### config.mk
export PLATFORM = sky130hd
export DESIGN_NAME = serial_subtractor_16bits
export DESIGN_NICKNAME = d
export VERILOG_FILES = /design/src/rtl/serial_subtractor_16bits.sv
export SDC_FILE = /design/constraint.sdc
export NUM_CORES = 1
export LEC_CHECK = 0
export CORE_UTILIZATION = 53
export DETAILED_ROUTE_END_ITERATION = 6
export HOLD_SLACK_MARGIN = 0.05
export PLACE_DENSITY = 0.77
export SYNTH_ARGS = -nofsm -noshare
export SYNTH_HDL_FRONTEND = slang
export SYNTH_SLANG_ARGS = --single-unit
### constraint.sdc
create_clock -name clk -period 2 [get_ports clk]
set_input_delay 0.4 -clock clk [delete_from_list [all_inputs] [get_ports clk]]
set_output_delay 0.4 -clock clk [all_outputs]
set_load 0.02 [all_outputs]
### src/rtl/serial_subtractor_16bits.sv
// serial_subtractor_16bits: bit-serial a - b - b_in, LSB first, with borrow, overflow and zero flags
module serial_subtractor_16bits #(
  parameter int WIDTH = 16,
  parameter int CNT_W = 5
) (
  input  logic             clk,
  input  logic             rst,
  input  logic             start,
  input  logic [WIDTH-1:0] a,
  input  logic [WIDTH-1:0] b,
  input  logic             b_in,
  output logic             busy,
  output logic             done,
  output logic [WIDTH-1:0] diff,
  output logic             b_out,
  output logic             ovf,
  output logic             zero
);
  typedef enum logic [1:0] {IDLE, RUN, DONE} state_t;
  state_t           state;
  logic [WIDTH-1:0] a_sh, b_sh, d_sh, d_next;
  logic [CNT_W-1:0] cnt;
  logic             brw, a_msb, b_msb, d, brw_next;
  always_comb begin
    d        = a_sh[0] ^ b_sh[0] ^ brw;
    brw_next = (~a_sh[0] & b_sh[0]) | (~(a_sh[0] ^ b_sh[0]) & brw);
    d_next   = {d, d_sh[WIDTH-1:1]};
  end
  always_ff @(posedge clk) begin
    if (rst) begin
      state <= IDLE;
      busy  <= 1'b0;
      done  <= 1'b0;
      diff  <= '0;
      b_out <= 1'b0;
      ovf   <= 1'b0;
      zero  <= 1'b0;
      a_sh  <= '0;
      b_sh  <= '0;
      d_sh  <= '0;
      brw   <= 1'b0;
      cnt   <= '0;
      a_msb <= 1'b0;
      b_msb <= 1'b0;
    end else begin
      case (state)
        IDLE: if (start) begin
          state <= RUN;
          busy  <= 1'b1;
          a_sh  <= a;
          b_sh  <= b;
          brw   <= b_in;
          cnt   <= '0;
          a_msb <= a[WIDTH-1];
          b_msb <= b[WIDTH-1];
        end
        RUN: begin
          a_sh <= a_sh >> 1;
          b_sh <= b_sh >> 1;
          d_sh <= d_next;
          brw  <= brw_next;
          cnt  <= cnt + 1'b1;
          if (cnt == CNT_W'(WIDTH - 1)) begin
            state <= DONE;
            done  <= 1'b1;
            diff  <= d_next;
            b_out <= brw_next;
            ovf   <= (a_msb != b_msb) && (d != a_msb);
            zero  <= d_next == '0;
          end
        end
        default: begin
          state <= IDLE;
          busy  <= 1'b0;
          done  <= 1'b0;
        end
      endcase
    end
  end
endmodule

# ---- After elaboration in Yosys (flattened, before gate mapping)
# Index checks and enable logic that the tools add are counted.
dict set report word_totals {
  ff_bits 79
  inputBits 36
  output_inout_bits 21
}
dict set report op_classes {
  addsub 1
  n_eq_ne 6
  muxes 15
  bitwise 9
  reduce_logical 10
}
# operator n
set op_table {}
lappend op_table {{16-bit one-hot mux with 2 select lines} 2}
lappend op_table {{16-bit 2-to-1 mux} 2}
lappend op_table {{16-bit logical NOT} 1}
lappend op_table {{2-bit AND reduction} 6}
lappend op_table {{5-bit one-hot mux with 2 select lines} 1}
lappend op_table {{1-bit one-hot mux with 2 select lines} 3}
lappend op_table {{5-bit by 1-bit adder with 5-bit output (second input constant)} 1}
lappend op_table {{5-bit by 4-bit == test with 1-bit output (second input constant)} 1}
lappend op_table {{5-bit 2-to-1 mux} 1}
lappend op_table {{2-bit 2-to-1 mux} 2}
lappend op_table {{2-bit inequality test (second input constant)} 2}
lappend op_table {{1-bit NOT} 4}
lappend op_table {{2-bit one-hot mux with 2 select lines} 1}
lappend op_table {{1-bit 2-to-1 mux} 3}
lappend op_table {{1-bit AND} 2}
lappend op_table {{2-bit by 1-bit == test with 1-bit output (second input constant)} 1}
lappend op_table {{2-bit logical NOT} 1}
lappend op_table {{1-bit inequality test} 2}
lappend op_table {{2-bit nonzero test} 1}
lappend op_table {{1-bit XOR} 2}
lappend op_table {{1-bit logical AND} 1}
lappend op_table {{1-bit bitwise OR} 1}

# ---- Logic depth before layout (Yosys ltp)
# Gate-level depths: netlist of the first run.
dict set report logic_depth {
  depth_word 5
  depth_mapped 7
}

# ---- Worst setup path after synthesis of the first run
# Ideal clock, no wire load.
dict set report synth_path {
  path_kind {register to register}
  startpoint {register cnt[0]}
  endpoint {register b_out}
  arrival_time_ns 1.470
  required_time_ns 1.914
  setup_slack_ns 0.445
  path_stages_with_launch 7
  period_less_slack_ns 1.555
  cell_sequence {dfxtp_1 > ha_1 > and3_1 > ha_1 > and3b_1 > buf_4 > a211oi_1}
}
dict set report synth_between {
  elab_chain_cells 2
}
# item line_no
set synth_lines {}
lappend synth_lines {{start, declared} 22} ;# logic [CNT_W-1:0] cnt;
lappend synth_lines {{start signal, assigned} 62} ;# cnt <= cnt + 1'b1;
lappend synth_lines {{5-bit by 4-bit == test with 1-bit output} 63} ;# if (cnt == CNT_W'(WIDTH - 1)) begin
lappend synth_lines {{2-bit AND reduction (no line)} n/a}
lappend synth_lines {{end signal, assigned} 67} ;# b_out <= brw_next;
lappend synth_lines {{end, declared} 15} ;# output logic b_out,
# Every way passes these cells.
# A chain may end at the register's enable or synchronous reset.

# ---- Worst setup path after layout of the first run
dict set report layout_path {
  startpoint {register b_sh[0]}
  endpoint {register zero}
}
dict set report layout_between {
  elab_chain_cells 3
}
# item line_no
set layout_lines {}
lappend layout_lines {{start, declared} 21} ;# logic [WIDTH-1:0] a_sh, b_sh, d_sh, d_next;
lappend layout_lines {{start signal, assigned} 59} ;# b_sh <= b_sh >> 1;
lappend layout_lines {{1-bit XOR (2 in series)} 25} ;# d = a_sh[0] ^ b_sh[0] ^ brw;
lappend layout_lines {{net d} 23} ;# logic brw, a_msb, b_msb, d, brw_next;
lappend layout_lines {{16-bit logical NOT} 69} ;# zero <= d_next == '0;
lappend layout_lines {{end signal, assigned} 37} ;# zero <= 1'b0;
lappend layout_lines {{end signal, assigned} 69}
lappend layout_lines {{end, declared} 17} ;# output logic zero
# The timed path passes the listed nets, and every way through them passes these cells.

==> key figures, run 1 <==
GRT
  • Tot GR Track Use: a little under a quarter
  • Largest net degree at the start of global routing: 32
  • First-pass GRT wire length: 13400 um
  • Via count of the first global-routing pass: 2909
  • Initial antenna violation count: 0
  • Global route overflow: 0

Yosys
  • Synth Instances: 395
  • Syn Area/Cell: 8.78 um2
  • Register bit total from synthesis: 78
  • Number of synthesized flops with an enable pin: 0
  • Syn nets: 434
  • Top-count cell post-synth: dfxtp_1
  • Netlist cell types: between 40 and 50
  • Most instantiated cells after synthesis: 78 x dfxtp_1, 65 x nand2_1, 59 x nor2_1
  • Main area contributors after synthesis: dfxtp_1 45%, a211oi_2 7.2%, nand2_1 7.0%
  • Cell accounting for the most synthesized area: dfxtp_1
  • Ys Warns: 0
  • Asr flop ratio synth: 0%
  • Share of Yosys cell area claimed by the top area cell type: 45.0%
  • Mapped cell area: 3470 um2
  • Seq/Total Area, Yosys: 45.0%
  • Main flop type after synthesis: dfxtp_1

Clock tree
  • CTS sink cnt: 78
  • # hold bufs at CTS: 0
  • Htree depth: 3
  • Reg clk slew, reported paths: 80 ps
  • Num CTS Buffers: 9
  • # Post-CTS Setup Buffers: 0
  • Max clock buf depth: 2
  • CTS tree: yes
  • Clock latency on the worst-skew pair: 350 ps
  • Clk root buf: clkbuf_8

Placed design
  • DP HPWL: 5140 um
  • Routability Congestion: 0.772
  • IO buf count: 56
  • Post-Place Cells: 513

Status
  • Status: completed

Setup path
  • Crit Path Category: register to register
  • Reg2Reg Depth: 5
  • R2r startpoint: b_sh[0]
  • Crit path capture type: register
  • WP data arrival: 2110 ps
  • RR Endpoint: zero
  • Startpoint Class: register
  • Critical Path RT: 2270 ps
  • Largest fanout on the critical path: 5
  • R2R Setup Slk: 170 ps

Drt
  • Post-route DRC violation count: 0
  • Routed wire length: 7480 um
  • Starting DRT DRC Count: between 150 and 200
  • Vias: 2922
  • Wire per inst: 14.1 um
  • DRT antenna net count: 0
  • Metal-1 WL: about 3500 um
  • DRT Pass-1 Iters: 4
  • Met3 wire length: 354 um
  • Top routing layer in use: met4
  • Met2 WL: 3540 um
  • Vias/cell: between 5 and 6

Power and ir drop
  • Lkg Pwr: roughly 1.5 nW
  • Worst vdd ir: 0.000480 V
  • Final Power: 3.41 mW
  • Power Dens Cells: 796 nW/um2

Final layout
  • Fin nets: slightly below 500
  • Share of cells above drive strength 1: 14.4%
  • Post-route insts no fill: 529
  • Number of inserted diodes: 0
  • P&R area growth vs syn: 23.3%
  • Core Util, Final: 67.4%
  • Fillers: between 500 and 600

STA
  • Worst-Margin Slew: 543 ps
  • Fin crit share: 91.6%
  • Slew headroom: between 60% and 70%
  • Final hold vios: 0
  • Post-Route Setup TNS: 0 ps
  • RSZ-0062 raised after global routing: false
  • Max Slew Vio Count: 0
  • Final setup vio count: 0
  • Final min period: 1830 ps
  • Skew final: 12.0 ps
  • FMAX: 0.546 GHz

Floorplanning
  • Die height: a little over 80 um
  • Die area: between 6000 and 7000 um2
  • Boundary Pins: 57
  • Horiz. Die Dim: 82.9 um
  • Initial Util: 54.6%
  • Std cell rows: 29
  • Core Area: 6350 um2

Hold path
  • Hold Crit Class: input port to register
  • Worst min-delay path startpoint: rst
  • Hold path depth: 2
  • Hold endpoint: b_sh[6]

Run
  • Maximum capacitance violations: 0
[cell type report]
type | count | area, um2 | area share [%]
inverter | 7 | 26.3 | 0.614
timing repair buffer | 75 | 698 | 16.3
tap | 77 | 96.3 | 2.25
sequential | 78 | 1560 | 36.5
multi-input combinational | 276 | 1680 | 39.3
clock inverter | 6 | 86.3 | 2.02
clock buffer | 10 | 128 | 2.98
[layer usage]
| layer | global-route usage (%) | up-vias |
|---|---|---|
| met5 | 0 | - |
| met4 | 9.25 | 0 |
| met3 | 4.37 | 6 |
| met2 | 38.2 | 63 |
| met1 | 31.1 | 1365 |
| li1 | - | 1488 |
[how the worst max path moves through the flow]
stage                  from  endpoint  slack [ps]  depth (start not counted)
floorplan            cnt[0]     b_out         440                          6
global placement      start       brw         120                          5
detailed placement    start       brw          30                          5
CTS                  cnt[0]       ovf         150                          7
global route         cnt[0]       ovf          20                          7
finish              b_sh[0]      zero         170                          5
[cells in the final DEF, fill, tap and decap left out, types with 2 or more instances in the layout]
| cell | count |
|---|---|
| o21a_1 | 2 |
| mux2i_1 | 2 |
| or3b_1 | 5 |
| a21oi_1 | 42 |
| and3b_1 | 3 |
| nand3_1 | 2 |
| nor4_1 | 4 |
| o21ai_0 | 4 |
| dfxtp_1 | 78 |
| o221ai_1 | 4 |
| clkdlybuf4s50_1 | 55 |
| buf_4 | 19 |
| inv_2 | 2 |
| o22ai_1 | 2 |
| bufinv_16 | 2 |
| a211oi_1 | 9 |
| nand2_1 | 65 |
| o21ai_1 | 3 |
| nor2b_1 | 3 |
| a211oi_2 | 20 |
| clkinv_2 | 2 |
| inv_1 | 5 |
| nor2_1 | 59 |
| nand3b_1 | 3 |
| o2bb2ai_1 | 22 |
| clkbuf_8 | 9 |
[sequential cells by signal, indices dropped and copies added, names as in the netlist]
name	count
a_sh	16
b_sh	16
diff	16
d_sh	15
cnt	5
state	2
a_msb	1
b_msb	1
b_out	1
brw	1
busy	1
done	1
ovf	1
zero	1
[through the flow]
step | instance area (um2) | hold slack, ps | setup slack [ps]
2_1_floorplan | 3470 | 445 | 445
3_3_place_gp | 4060 | 446 | 119
3_5_place_dp | 4060 | 449 | 34.2
4_1_cts | 4280 | 324 | 145
5_1_grt | 4280 | 349 | 17.8
6_report | 4280 | 336 | 167
[cells by family (layout without fill, tap and decap cells)]
group	Yosys count	after routing	share of synthesized area, %
mux	2	2	0.577
buf+inv	41	98	6.56
compound gates	117	117	26.1
simple gates	154	154	20.4
fa+ha+maj	3	3	1.30
flops	78	78	45.0
[repair_timing]
item	in CTS	in global routing
hold endpoints to repair	0	0
setup endpoints to repair	0	1
gates resized for setup	0	1
[critical path, cell delays in order (launching register included)]
cell and delay [ps]:
dfxtp_1 340, inv_1 70, fa_1 570, nor4_1 410
nand4_1 180, o31ai_2 190
[power breakdown]
part,internal (mW),switching (mW)
combinational,0.217,0.239
clock,0.701,0.576
sequential,1.63,0.0454
total,2.55,0.861
No activity file was read; power rests on OpenSTA's default activity.
==> run 2, diff against run 1 <==
--- a/config.mk
+++ b/config.mk
@@ -5,10 +5,12 @@
 export SDC_FILE = /design/constraint.sdc
 export NUM_CORES = 1
 export LEC_CHECK = 0
-export CORE_UTILIZATION = 53
+export CORE_ASPECT_RATIO = 1.2
+export CORE_UTILIZATION = 60
 export DETAILED_ROUTE_END_ITERATION = 6
+export DONT_BUFFER_PORTS = 1
 export HOLD_SLACK_MARGIN = 0.05
-export PLACE_DENSITY = 0.77
+export PLACE_DENSITY = 0.74
 export SYNTH_ARGS = -nofsm -noshare
 export SYNTH_HDL_FRONTEND = slang
 export SYNTH_SLANG_ARGS = --single-unit
==> run 2 against run 1 <==
Count of clock-buffer cells in the layout increased by 1. Via count decreased by 9.6%. Cell area decreased by 16%. Final cell count decreased by 15%. Clock skew decreased by 2.3 ps. Sequential share of layout area increased by 6.7 points. Total power decreased by 8.1%. Largest power group unchanged.
==> key figures, run 2 (synthesized netlist as in run 1, its figures left out) <==
Placed design
  • DP HPWL: 4500 um
  • Routability Congestion: 0.777
  • IO buf count: 0

Clock tree
  • CTS sink cnt: ~80
  • # resized after CTS: 0
  • # Post-CTS Setup Buffers: 0
  • Num CTS Buffers: 9
  • Clk root buf: clkbuf_8
  • # hold bufs at CTS: 0
  • Htree depth: 3
  • CTS tree: yes
  • Clock latency on the worst-skew pair: 350 ps
  • Max clock buf depth: 2
  • Reg clk slew, reported paths: 80 ps

Run
  • Maximum capacitance violations: 0

GRT
  • Tot GR Track Use: 25.1%
  • Initial antenna violation count: 0
  • Largest net degree at the start of global routing: 76
  • Via count of the first global-routing pass: 2525
  • First-pass GRT wire length: around 12000 um
  • Global route overflow: 0

Floorplanning
  • Die height: 85.3 um
  • Boundary Pins: 57
  • Std cell rows: 29
  • Initial Util: a little under two thirds
  • Core Area: 5440 um2
  • Horiz. Die Dim: 71.4 um
  • Die area: 6090 um2

Power and ir drop
  • Power Dens Cells: roughly 870 nW/um2
  • Sequential share of power: 53.8%
  • Sw Ratio: between 20% and 30%
  • Cell internal pwr: 2.35 mW
  • Lkg Pwr: 1.29 nW
  • Comb pwr share: around a tenth
  • Clock group share of total power: 36.0%
  • P_sw: 776 uW
  • Worst vdd ir: ~0.00048 V
  • Final Power: 3.13 mW

STA
  • Fin crit share: between 80% and 90%
  • Final setup vio count: 0
  • Post-Route Setup TNS: 0 ps
  • Slew headroom: 60.3%
  • RSZ-0062 raised after global routing: false
  • Final hold vios: 0
  • Worst-Margin Slew: around 590 ps
  • FMAX: between 0.5 and 0.6 GHz
  • Skew final: between 9 and 10 ps
  • WHS: 121 ps
  • Max Slew Vio Count: 0
  • Final min period: 1750 ps

Setup path
  • R2R Setup Slk: between 200 and 300 ps
  • Crit Path Category: register to register
  • Largest fanout on the critical path: 10
  • Startpoint Class: register
  • Crit path capture type: register
  • R2r startpoint: cnt[0]
  • WP data arrival: approximately 2000 ps
  • RR Endpoint: b_out
  • Critical Path RT: 2260 ps
  • Reg2Reg Depth: 6

Drt
  • DRT Pass-1 Iters: 4
  • Starting DRT DRC Count: just under 200
  • Routed wire length: between 7000 and 8000 um
  • Vias/cell: between 5 and 6
  • DRT antenna net count: 0
  • Vias: 2641
  • Post-route DRC violation count: 0
  • Wire per inst: 15.9 um

Final layout
  • Most frequent cells in the layout: 78 x dfxtp_1, 65 x nand2_1, 59 x nor2_1
  • Commonest non-fill, non-tap cell in the layout: dfxtp_1
  • Fin nets: 421
  • Fillers: 462
  • Core Util, Final: 66.4%
  • P&R area growth vs syn: 4.11%
  • Number of inserted diodes: 0
  • Top Registers: a_sh (16), b_sh (16), diff (16)
  • Share of cells above drive strength 1: 13.7%

Status
  • Status: completed

Hold path
  • Worst min-delay path startpoint: rst
  • Hold Crit Class: input port to register
  • Hold endpoint: diff[3]
  • Hold path depth: 1
==> run 2: cell count changes in the layout (fill, tap and decap cells not counted) <==
cell,delta
clkbuf_1,+1
ha_2,-1
bufinv_16,-1
buf_4,-9
clkinv_4,+1
clkdlybuf4s50_1,-55
clkinv_2,-1
ha_1,+1
buf_2,-1
==> run 2: cell type report <==
| type | count | area, um2 | share of cell area (%) |
|---|---|---|---|
| inverters | 7 | 26.3 | 0.727 |
| clock inverters | 5 | 60.1 | 1.66 |
| multi-input cells | 276 | 1680 | 46.5 |
| well taps | 62 | 77.6 | 2.15 |
| clock buffers | 11 | 131 | 3.64 |
| repair buffers | 10 | 75.1 | 2.08 |
| flip-flops and latches | 78 | 1560 | 43.2 |
==> run 2: power groups by stage <==
stage               logic (mW)  clock network [mW]  registers, mW
floorplan                0.319                   0           1.70
global placement         0.309                   0           1.72
detailed placement       0.317                   0           1.72
CTS                      0.322                1.16           1.68
global route             0.358                1.23           1.69
finish                   0.319                1.13           1.68
==> run 2: worst max path at each step <==
stage | end | from | slack [ps]
4_1_cts | diff[15] | cnt[0] | 240
2_1_floorplan | b_out | cnt[0] | 440
3_3_place_gp | diff[15] | cnt[0] | 320
6_report | b_out | cnt[0] | 250
3_5_place_dp | b_out | cnt[0] | 280
5_1_grt | diff[15] | cnt[0] | 80
==> run 2: routing by layer <==
| metal | track usage (%) | part of all wire (%) | vias up |
|---|---|---|---|
| met5 | 0 | 0 | - |
| li1 | - | - | 1359 |
| met3 | 4.75 | 2.9 | 11 |
| met4 | 11.8 | 1.8 | 0 |
| met1 | 30.9 | 45 | 1233 |
| met2 | 42.1 | 50 | 38 |
==> run 2: worst max-delay path, stage by stage, from the launching register on <==
cell      delay (ps)
dfxtp_1          350
ha_1             230
and3_1           200
ha_1             230
and3b_1          230
buf_4            190
a211oi_1         240
==> run 2: metrics by stage <==
step	area [um2]	cells	setup slack [ps]
4_1_cts	3610	449	245
5_1_grt	3610	449	79.3
3_3_place_gp	3420	433	319
6_report	3610	449	255
2_1_floorplan	3470	395	445
3_5_place_dp	3420	433	278
==> run 3, diff against run 2 <==
--- a/config.mk
+++ b/config.mk
@@ -11,6 +11,7 @@
 export DONT_BUFFER_PORTS = 1
 export HOLD_SLACK_MARGIN = 0.05
 export PLACE_DENSITY = 0.74
+export SETUP_SLACK_MARGIN = 0.4
 export SYNTH_ARGS = -nofsm -noshare
 export SYNTH_HDL_FRONTEND = slang
 export SYNTH_SLANG_ARGS = --single-unit
==> run 3 against run 2 <==
First-iteration DRC count decreased by 29%. Count of clock-buffer cells in the layout unchanged. Sequential share of layout area decreased by 0.73 points. Setup slack improved by 210 ps. Clock skew increased by 0.56 ps. Clock power about the same. Core utilization increased by 1.4 points.
==> key figures, run 3 (synthesized netlist as in run 1, its figures left out) <==
Status
  • Status: completed

Floorplanning
  • Boundary Pins: 57
  • Die height: 85.3 um
  • Std cell rows: 29
  • Horiz. Die Dim: 71.4 um
  • Initial Util: 63.7%
  • Die area: 6090 um2
  • Core Area: 5440 um2

Clock tree
  • CTS tree: yes
  • CTS sink cnt: 78
  • Max clock buf depth: 2
  • Clock latency on the worst-skew pair: 350 ps
  • Num CTS Buffers: 9
  • Reg clk slew, reported paths: 80 ps
  • Clk root buf: clkbuf_8
  • Htree depth: 3

Power and ir drop
  • Sw Ratio: between 20 and 25%
  • Sequential share of power: 53.4%
  • P_sw: 786 uW
  • Cell internal pwr: 2.37 mW
  • Comb pwr share: 10.8%
  • Worst vdd ir: ~0.00048 V
  • Lkg Pwr: between 1 and 1.5 nW
  • Clock group share of total power: between 30% and 40%
  • Power Dens Cells: 857 nW/um2

STA
  • Post-Route Setup TNS: 0 ps
  • Final min period: roughly 1500 ps
  • Final Worst Setup Slack: between 400 and 500 ps
  • Slew headroom: 63.8%
  • Skew final: 10.2 ps
  • Final hold vios: 0
  • Max Slew Vio Count: 0
  • Fin crit share: 76.8%
  • Worst-Margin Slew: 542 ps
  • FMAX: roughly 0.65 GHz
  • RSZ-0062 raised after global routing: true
  • Final setup vio count: 0

Placed design
  • Post-Place Cells: 433
  • Routability Congestion: 0.777
  • Post-Place Setup Slack: 278 ps
  • IO buf count: 0
  • DP HPWL: 4500 um

GRT
  • Global route overflow: 0
  • Initial antenna violation count: 0
  • Largest net degree at the start of global routing: 76
  • Tot GR Track Use: 25.2%
  • Via count of the first global-routing pass: 2575
  • First-pass GRT wire length: 12000 um

Setup path
  • Worst Setup SP: brw
  • Largest fanout on the critical path: 4
  • Crit path capture type: register
  • Crit Path Category: register to register
  • R2r startpoint: brw
  • WP data arrival: 1800 ps
  • Reg2Reg Depth: 4
  • Startpoint Class: register
  • Critical Path RT: 2260 ps

Drt
  • DRT Pass-1 Iters: 4
  • Wire per inst: 15.8 um
  • Vias/cell: 5.88
  • Starting DRT DRC Count: around 140
  • Post-route DRC violation count: 0
  • DRT antenna net count: 0
  • Routed wire length: 7170 um
  • Vias: about 2700

Final layout
  • Share of cells above drive strength 1: 17.9%
  • Fillers: 450
  • Commonest non-fill, non-tap cell in the layout: dfxtp_1
  • P&R area growth vs syn: 6.24%
  • Top Registers: a_sh (16), b_sh (16), diff (16)
  • Multi-input gate area: between 1500 and 2000 um2
  • Core Util, Final: 67.7%
  • Most frequent cells in the layout: 74 x dfxtp_1, 65 x nand2_1, 59 x nor2_1
  • Number of inserted diodes: 0
  • Register area: 1570 um2
  • Fin nets: 425
  • Post-route insts no fill: 453

Hold path
  • Hold path depth: 1
  • Hold Crit Class: input port to register
  • Worst min-delay path startpoint: rst

Run
  • Maximum capacitance violations: 0
run 3: through the flow:
step           hold slack, ps  area (um2)  total power [mW]
4_1_cts                  99.9        3660              3.17
5_1_grt                   101        3690              3.31
3_5_place_dp              456        3420              2.04
3_3_place_gp              452        3420              2.03
6_report                  119        3690              3.16
2_1_floorplan             445        3470              2.02
run 3: power groups by stage:
stage | clock network (mW) | registers (mW) | logic [mW]
4_1_cts | 1.16 | 1.68 | 0.334
5_1_grt | 1.23 | 1.69 | 0.379
3_3_place_gp | 0 | 1.72 | 0.309
3_5_place_dp | 0 | 1.72 | 0.317
6_report | 1.13 | 1.68 | 0.340
2_1_floorplan | 0 | 1.70 | 0.319
run 3: final timing paths:
| kind | to | slack, ps |
|---|---|---|
| worst min-delay path | b_out | 120 |
| worst min register to register | brw | 470 |
| worst max register to register | ovf | 460 |
| worst max-delay path | ovf | 460 |
run 3: timing repair:
item	in CTS	in global routing
gates resized for setup	10	5
hold buffers	0	0
setup buffers	3	1
pin swaps	2	3
setup endpoints to repair	27	20
run 3: routing by layer:
metal  vias up  part of all wire [%]  track usage [%]
met5         -                     0                0
met4         0                   2.0             12.5
met3        13                   3.2             4.75
met2        48                    50             42.6
met1      1238                    45             30.5
li1       1366                     -                -
run 3: layout make-up:
type                            instances  area share [%]
Sequential cell                        78            42.5
Clock inverter                          5            1.63
Timing Repair Buffer                   14            2.95
Inverter                                7           0.713
Tap cell                               62            2.10
Multi-Input combinational cell        276            46.5
Clock buffer                           11            3.56
run 3: critical path, cell delays in order (launching register included):
cell and delay, ps:
dfxtp_1 330, inv_2 40, fa_2 480, or3b_1 360, a311oi_1 240
